--- config.mk ---
export PLATFORM = sky130hd
export DESIGN_NAME = pipeline_issue_controller
export DESIGN_NICKNAME = d
export VERILOG_FILES = /design/src/rtl/pipeline_issue_controller.sv
export SDC_FILE = /design/constraint.sdc
export NUM_CORES = 1
export LEC_CHECK = 0
export BUFFER_PORTS_ARGS = -buffer_cell sky130_fd_sc_hd__buf_2
export CAP_MARGIN = 20
export CORE_UTILIZATION = 40
export DETAILED_ROUTE_END_ITERATION = 8
export GPL_ROUTABILITY_DRIVEN = 0
export GPL_TIMING_DRIVEN = 0
export PLACE_DENSITY = 0.65
export SYNTH_ARGS = -nofsm -noshare
export SYNTH_HDL_FRONTEND = slang
export SYNTH_SLANG_ARGS = --single-unit
--- constraint.sdc ---
create_clock -name clk -period 1.7 [get_ports clk]
set_input_delay 0.085 -clock clk [delete_from_list [all_inputs] [get_ports clk]]
set_output_delay 0.085 -clock clk [all_outputs]
set_load 0.02 [all_outputs]
--- src/rtl/pipeline_issue_controller.sv ---
// Issue control between fetch and decode: inserts load-use bubbles, squashes
// wrong-path slots after a jump, and keeps saturating debug counters.
module pipeline_issue_controller #(
  parameter logic [4:0]  LOAD_OP      = 5'b10100,
  parameter logic [4:0]  STORE_OP     = 5'b10101,
  parameter logic [4:0]  JUMP_OP      = 5'b11000,
  parameter int unsigned LOAD_BUBBLES = 1,
  parameter int unsigned BR_PENALTY   = 2
) (
  input  logic        clk,
  input  logic        reset,
  input  logic        if_valid,
  input  logic [19:0] if_ins,
  output logic        if_ready,
  output logic        issue_valid,
  output logic [19:0] issue_ins,
  output logic        flush,
  output logic [7:0]  stall_cnt,
  output logic [7:0]  flush_cnt
);

  typedef enum logic [1:0] {RUN, STALL, FLUSH} state_t;

  typedef struct packed {
    logic       v;
    logic       is_load;
    logic [4:0] rw;
  } sb_entry_t;

  state_t     state, state_nx;
  logic [1:0] scnt, scnt_nx, fcnt, fcnt_nx;
  sb_entry_t  sb [3];
  logic       issue, stall_slot, flush_slot, hazard, use_ra, use_rb;
  logic [4:0] op, ra, rb;

  assign op = if_ins[19:15];
  assign ra = if_ins[9:5];
  assign rb = if_ins[4:0];

  always_comb begin
    use_ra = !((op == 5'b00000) || (op == JUMP_OP));
    use_rb = use_ra && (op[4:3] != 2'b01);
    hazard = 1'b0;
    // Entry i is only consulted while the load result is still unforwardable.
    for (int unsigned i = 0; i < 3; i++) begin
      if ((i < LOAD_BUBBLES) && sb[i].v && sb[i].is_load &&
          ((use_ra && (sb[i].rw == ra)) || (use_rb && (sb[i].rw == rb))))
        hazard = 1'b1;
    end
  end

  always_comb begin
    state_nx   = state;
    scnt_nx    = scnt;
    fcnt_nx    = fcnt;
    issue      = 1'b0;
    stall_slot = 1'b0;
    flush_slot = 1'b0;
    if_ready   = 1'b1;
    case (state)
      RUN: begin
        if (if_valid) begin
          if (hazard) begin
            stall_slot = 1'b1;
            if_ready   = 1'b0;
            // A single bubble needs no STALL visit: RUN re-evaluates next cycle.
            if (LOAD_BUBBLES > 1) begin
              state_nx = STALL;
              scnt_nx  = 2'(LOAD_BUBBLES - 1);
            end
          end else begin
            issue = 1'b1;
            if (op == JUMP_OP) begin
              state_nx = FLUSH;
              fcnt_nx  = 2'(BR_PENALTY);
            end
          end
        end
      end
      STALL: begin
        if_ready   = 1'b0;
        stall_slot = 1'b1;
        scnt_nx    = scnt - 2'd1;
        if (scnt <= 2'd1) state_nx = RUN;
      end
      FLUSH: begin
        flush_slot = 1'b1;
        fcnt_nx    = fcnt - 2'd1;
        if (fcnt <= 2'd1) state_nx = RUN;
      end
      default: state_nx = RUN;
    endcase
  end

  always_ff @(posedge clk or negedge reset) begin
    if (!reset) begin
      state       <= RUN;
      scnt        <= '0;
      fcnt        <= '0;
      issue_valid <= 1'b0;
      issue_ins   <= '0;
      flush       <= 1'b0;
      stall_cnt   <= '0;
      flush_cnt   <= '0;
      for (int unsigned i = 0; i < 3; i++) sb[i] <= '0;
    end else begin
      state       <= state_nx;
      scnt        <= scnt_nx;
      fcnt        <= fcnt_nx;
      issue_valid <= issue;
      issue_ins   <= issue ? if_ins : '0;
      flush       <= flush_slot;
      if (stall_slot && (stall_cnt != '1)) stall_cnt <= stall_cnt + 8'd1;
      if (flush_slot && (flush_cnt != '1)) flush_cnt <= flush_cnt + 8'd1;
      // Stores write no register, so they never occupy a producer slot.
      sb[0].v       <= issue && (op != STORE_OP);
      sb[0].is_load <= (op == LOAD_OP);
      sb[0].rw      <= if_ins[14:10];
      sb[1]         <= sb[0];
      sb[2]         <= sb[1];
    end
  end

endmodule
# [After elaboration in Yosys (flattened, before gate mapping)]
# Index checks and enable logic that the tools add are counted.
[classes] add_sub_neg=4 mul=0 n_div=0 order_cmp=2 eq_ne=15 shifts=0 n_mux=18 bitwise_logic=0 n_reduce_logical=16
[op_table] cell="$mux W20" count=1
[op_table] cell="$add A8 B1 Y8 const B" count=2
[op_table] cell="$ne A8 B8 Y1 const B" count=2
[op_table] cell="$eq A5 B5 Y1" count=2
[op_table] cell="$eq A5 B5 Y1 const B" count=2
[op_table] cell="$mux W2" count=5
[op_table] cell="$ne A2 B2 Y1 const B" count=5
[op_table] cell="$logic_and A1 B1 Y1" count=8
[op_table] cell="$mux W1" count=8
[op_table] cell="$pmux W2 S3" count=1
[op_table] cell="$logic_not A5 Y1" count=1
[op_table] cell="$ne A5 B5 Y1 const B" count=1
[op_table] cell="$reduce_and A5 Y1" count=1
[op_table] cell="$le A2 B1 Y1 const B" count=2
[op_table] cell="$pmux W1 S2" count=2
[op_table] cell="$pmux W2 S2" count=1
[op_table] cell="$reduce_and A4 Y1" count=1
[op_table] cell="$sub A2 B1 Y2 const B" count=2
[op_table] cell="$eq A2 B1 Y1 const B" count=1
[op_table] cell="$eq A2 B2 Y1 const B" count=1
[op_table] cell="$logic_not A2 Y1" count=1
[op_table] cell="$logic_or A1 B1 Y1" count=2
[op_table] cell="$ne A2 B1 Y1 const B" count=1
[op_table] cell="$reduce_bool A2 Y1" count=1
[op_table] cell="$logic_not A1 Y1" count=1
[word_totals] register_bits=51 latch_bits=0 ram_bits=0 romBits=0 out_inout_bits=39 n_memories=0

# [Logic depth before layout (Yosys ltp)]
[logic_depth] depth_word=12 ltp_mapped=6 ltp_nobuf=6

# [Worst setup path before layout]
# No wires, ideal clock.
[synth_path] path_type="register -> register" start="register stall_cnt[0]" end="register stall_cnt[1]" setup_ps=125 arrival_time_ps=1492 required_time_ps=1575 path_slack_ps=83 path_stages_with_launch=6 synth_period_minus_slack_ps=1617 cell_sequence="dfrtp_1 ha_1 and3_1 nand3_1 nand3_4 mux2_4"
[synth_via] elab_chain_cells=2 word_cells_on_any_way=3
[synth_lines] item="start: declaration" line="18" rtl="output logic [7:0] stall_cnt,"
[synth_lines] item="start signal: assignment" line="113" rtl="if (stall_slot && (stall_cnt != '1)) stall_cnt <= stall_cnt + 8'd1;"
[synth_lines] item="branches (longest 2 deep; another with $add A8 B1 Y8)"
# Several ways; the timed one is not identified.
# A chain may end at the register's enable or synchronous reset.

# [Worst setup path in the final report]
[layout_path] start="register sb[18] (netlist name)" end="register stall_cnt[1]"
[layout_via] elab_chain_cells=9 word_cells_on_any_way=11
[layout_lines] item="start: declaration" line="32" rtl="sb_entry_t sb [3];"
[layout_lines] item="$eq A5 B5 Y1" line="47" rtl="((use_ra && (sb[i].rw == ra)) || (use_rb && (sb[i].rw == rb))))"
[layout_lines] item="$logic_and A1 B1 Y1" line="47"
[layout_lines] item="$logic_or A1 B1 Y1 *" line="47"
[layout_lines] item="$logic_and A1 B1 Y1 *" line="46" rtl="if ((i < LOAD_BUBBLES) && sb[i].v && sb[i].is_load &&"
[layout_lines] item="$mux W1 *" line="46"
[layout_lines] item="$mux W1 *" line="63" rtl="if (hazard) begin"
[layout_lines] item="$mux W1 *" line="62" rtl="if (if_valid) begin"
[layout_lines] item="$pmux W1 S2 *" line="60" rtl="case (state)"
[layout_lines] item="$logic_and A1 B1 Y1 *" line="113"
# Mark *: on every way between the ends. The rest lies on a longest branch, timed or not.

==> run_results.csv <==
group,metric,value,unit
finish,area_growth,34.0,%
floorplanning,start_util,41.8,%
clock_tree,clock_latency,0.29,ns
critical_path,crit_family,"flip-flops",
drt,drt_first_pass_iters,4,
clock_tree,cts_tree,"yes",
drt,viasPerCell,4.58,
floorplanning,core-area,4720,sq um
critical_path,cp.arrival,1.89,ns
grt,track_usage,14.5,%
critical_path,required,1.88,ns
drt,vias,1400,
placed_design,port_buffers,61,
critical_path,worstSetupStartpoint,"sb[18]",
critical_path,crit_path_end_kind,"flip-flop",
finish,n_antenna_cell,0,
grt,antenna_found_initial,0,
floorplanning,dieArea,5220,sq um
floorplanning,pin_count,62,
min_path,hold_path_class,"input pin to flip-flop",
min_path,hold_start,"if_ins[17]",
timing,min_period_over_period,100,%
critical_path,rr_startpoint,"sb[18]",
min_path,min_path_cells,2,
timing,skew,0.00424,ns
timing,setup_viol,1,
drt,ant_nets,0,
timing,fmax,585,MHz
clock_tree,clock-sinks,48,
outcome,status,"complete, but fails checks",
placed_design,placed_cell_area,2360,sq um
critical_path,worstPathCellList,"xnor2_1 > nand4_1 > o22ai_2 > buf_6 > buf_12 > nand3_4 > mux2_4",
timing,worst_slack,-0.00796,ns
grt,grt_start_max_net_pins,49,
critical_path,max_stage_delay,0.42,ns
timing,slew-limit-headroom,64.0,%
placed_design,dp_hpwl,2.57,mm
power_and_ir_drop,p_per_area,959,nW/um^2
synthesis,synth_warnings,0,
clock_tree,root_buffer,"clkbuf_8",
power_and_ir_drop,leakage,1.34,nW
grt,grt_pass1_vias,1323,
timing,hold_violations,0,
synthesis,synth_seq_area_share,60.9,%
timing,timing.final.crit_period,1.71,ns
synthesis,syn_nets,185,
drt,wl_per_cell,11.7,um
timing,tightest_slew,0.540,ns
timing,rsz0062_at_grt,"yes",
clock_tree,numCtsBuffers,5,
synthesis,synthesis.area,1970,sq um
critical_path,cp_num_buf_inv,2,
drt,drc,0,
synthesis,syn_area_per_cell,12.4,sq um
finish,nets,264,
floorplanning,core.rowCount,25,
critical_path,rr_worst_depth,7,
synthesis,synth.ff_latch_count,48,
finish,drive_above_1_share,36.4,%
outcome,violations,"negative setup slack",
drt,wl,3.59,mm
synthesis,yosys.cell_types.count,30,
clock_tree,clockBufferDepth,2,
run,max_cap_violations,0,
critical_path,r2r_slack,-0.008,ns
min_path,min_to,"issue_ins[17]",
floorplanning,die_x,72.2,um
timing,final_max_slew_viol_count,0,
grt,grt_remaining_overflow,0,
critical_path,critical_path.max_fanout,6,
critical_path,reg2reg_to,"stall_cnt[1]",
power_and_ir_drop,peakVddDrop,0.827,mV
critical_path,critical-path-slowest-cell,"dfrtp_1",
synthesis,synthCells,159,
drt,drt_iter0_markers,27,
timing,whs,0.0266,ns
clock_tree,cts.clk_slew.worst_paths,0.09,ns
critical_path,crit_type,"flip-flop to flip-flop",
finish,final_area,2640,sq um
clock_tree,htreeDepth,2,
floorplanning,die_h,72.2,um
grt,grt_pass1_wl,5.89,mm
critical_path,worstSetupStartpointType,"flip-flop",
## final cells by class
type                       instances  area (sq um)
inverter                           4          15.0
tap                               67          83.8
fill                             416          2080
timing repair buffer              72           444
clock buffer                       5          68.8
multi-input combinational        102           738
sequential                        48          1200
buffer                             5          50.0
clock inverter                     3          42.5
## synthesized netlist by cell type
master     n  area share, %
a31oi_1    3           0.95
a41oi_1    3            1.3
a41oi_2    1           0.82
and2_1    20            6.3
and2_2     1           0.38
and3_1     6            1.9
and4_1     1           0.44
buf_2      3           0.76
buf_4      1           0.38
buf_6      1           0.57
dfrtp_1   48             61
ha_1       3            1.9
inv_1      4           0.76
mux2_4     1           0.76
nand2_1   10            1.9
nand2b_1   1           0.32
nand3_1    5            1.3
nand3_4    1           0.89
nand3b_1   1           0.38
nand4_1    8            2.5
nor2_1     2           0.38
nor2b_1    3           0.95
nor3_1     3           0.76
o211ai_1   1           0.38
o21ai_0    2           0.51
o21ai_1    1           0.25
o22ai_2    1           0.63
o31a_1     1           0.44
xnor2_1   20            8.9
xor2_1     3            1.3
## where the power goes
group | switching (mW) | total (mW) | internal (mW)
clock | 0.363 | 0.798 | 0.435
sequential | 0.0720 | 1.31 | 1.23
combinational | 0.235 | 0.431 | 0.196
## kinds of logic after synthesis
kind of cell	after synthesis	synth area share, %
AO/OA/AOI/OAI	13	5.33
flip-flops	48	60.9
AND/OR/NAND/NOR	62	18.5
buffers and inverters	9	2.47
adder cells (fa/ha/maj)	3	1.90
multiplexers	1	0.761
XOR/XNOR	23	10.2
## through the flow
stage               setup slack, ns  utilization [%]  cells  setup TNS [ns]  total power [mW]
floorplan                    0.0833                -    159               0              1.57
global placement             0.0487             50.0    287               0              1.72
detailed placement           0.0173             50.0    287               0              1.72
CTS                         0.00303             54.5    304               0              2.55
global route                -0.0646             56.0    306          -0.130              2.67
finish                     -0.00796             56.0    306        -0.00796              2.54
## metal layers
layer  GRT usage, %  up-vias  share of wire, %
met5              0        -                 0
met4           5.23        0               1.2
met1           18.9      661                48
met3           4.17        5               5.7
li1               -      696                 -
met2           23.3       38                45
## state kept, by name, summed over array words and instances (netlist names)
signal,count
flush,1
state,1
issue_valid,1
fcnt,2
stall_cnt,8
issue_ins,20
flush_cnt,8
sb,7
## how the worst max path moves through the flow
stage / end / slack (ns) / cells past startpoint
2_1_floorplan: stall_cnt[1] / 0.08 / 5
3_3_place_gp: stall_cnt[1] / 0.05 / 6
3_5_place_dp: issue_ins[18] / 0.02 / 6
4_1_cts: if_ready / 0.003 / 6
5_1_grt: if_ready / -0.06 / 6
6_report: stall_cnt[1] / -0.008 / 7
## cell usage in the layout, fill, tap and decap left out, types with 2 or more instances in the layout
master,count
buf_6,5
buf_2,62
inv_1,4
nand2_1,10
nand3_1,5
and2_4,4
ha_1,3
xnor2_1,20
nor2_1,2
clkbuf_8,5
dfrtp_1,48
nand4_1,8
and2_1,17
and3_1,6
nor3_1,3
nor2b_1,2
a31oi_1,3
dlygate4sd3_1,8
xor2_1,3
a41oi_1,3
## timing repair
| item | in CTS | in global routing |
|---|---|---|
| gates resized for setup | 1 | 14 |
| pin swaps | 2 | 4 |
| setup endpoints to repair | 1 | 25 |
| endpoints found under the hold margin | 6 | 22 |
| cloned | 0 | 0 |
| hold buffers | 7 | 1 |
| buffers inserted | 2 | 0 |
(Power assumes the default switching activity.)
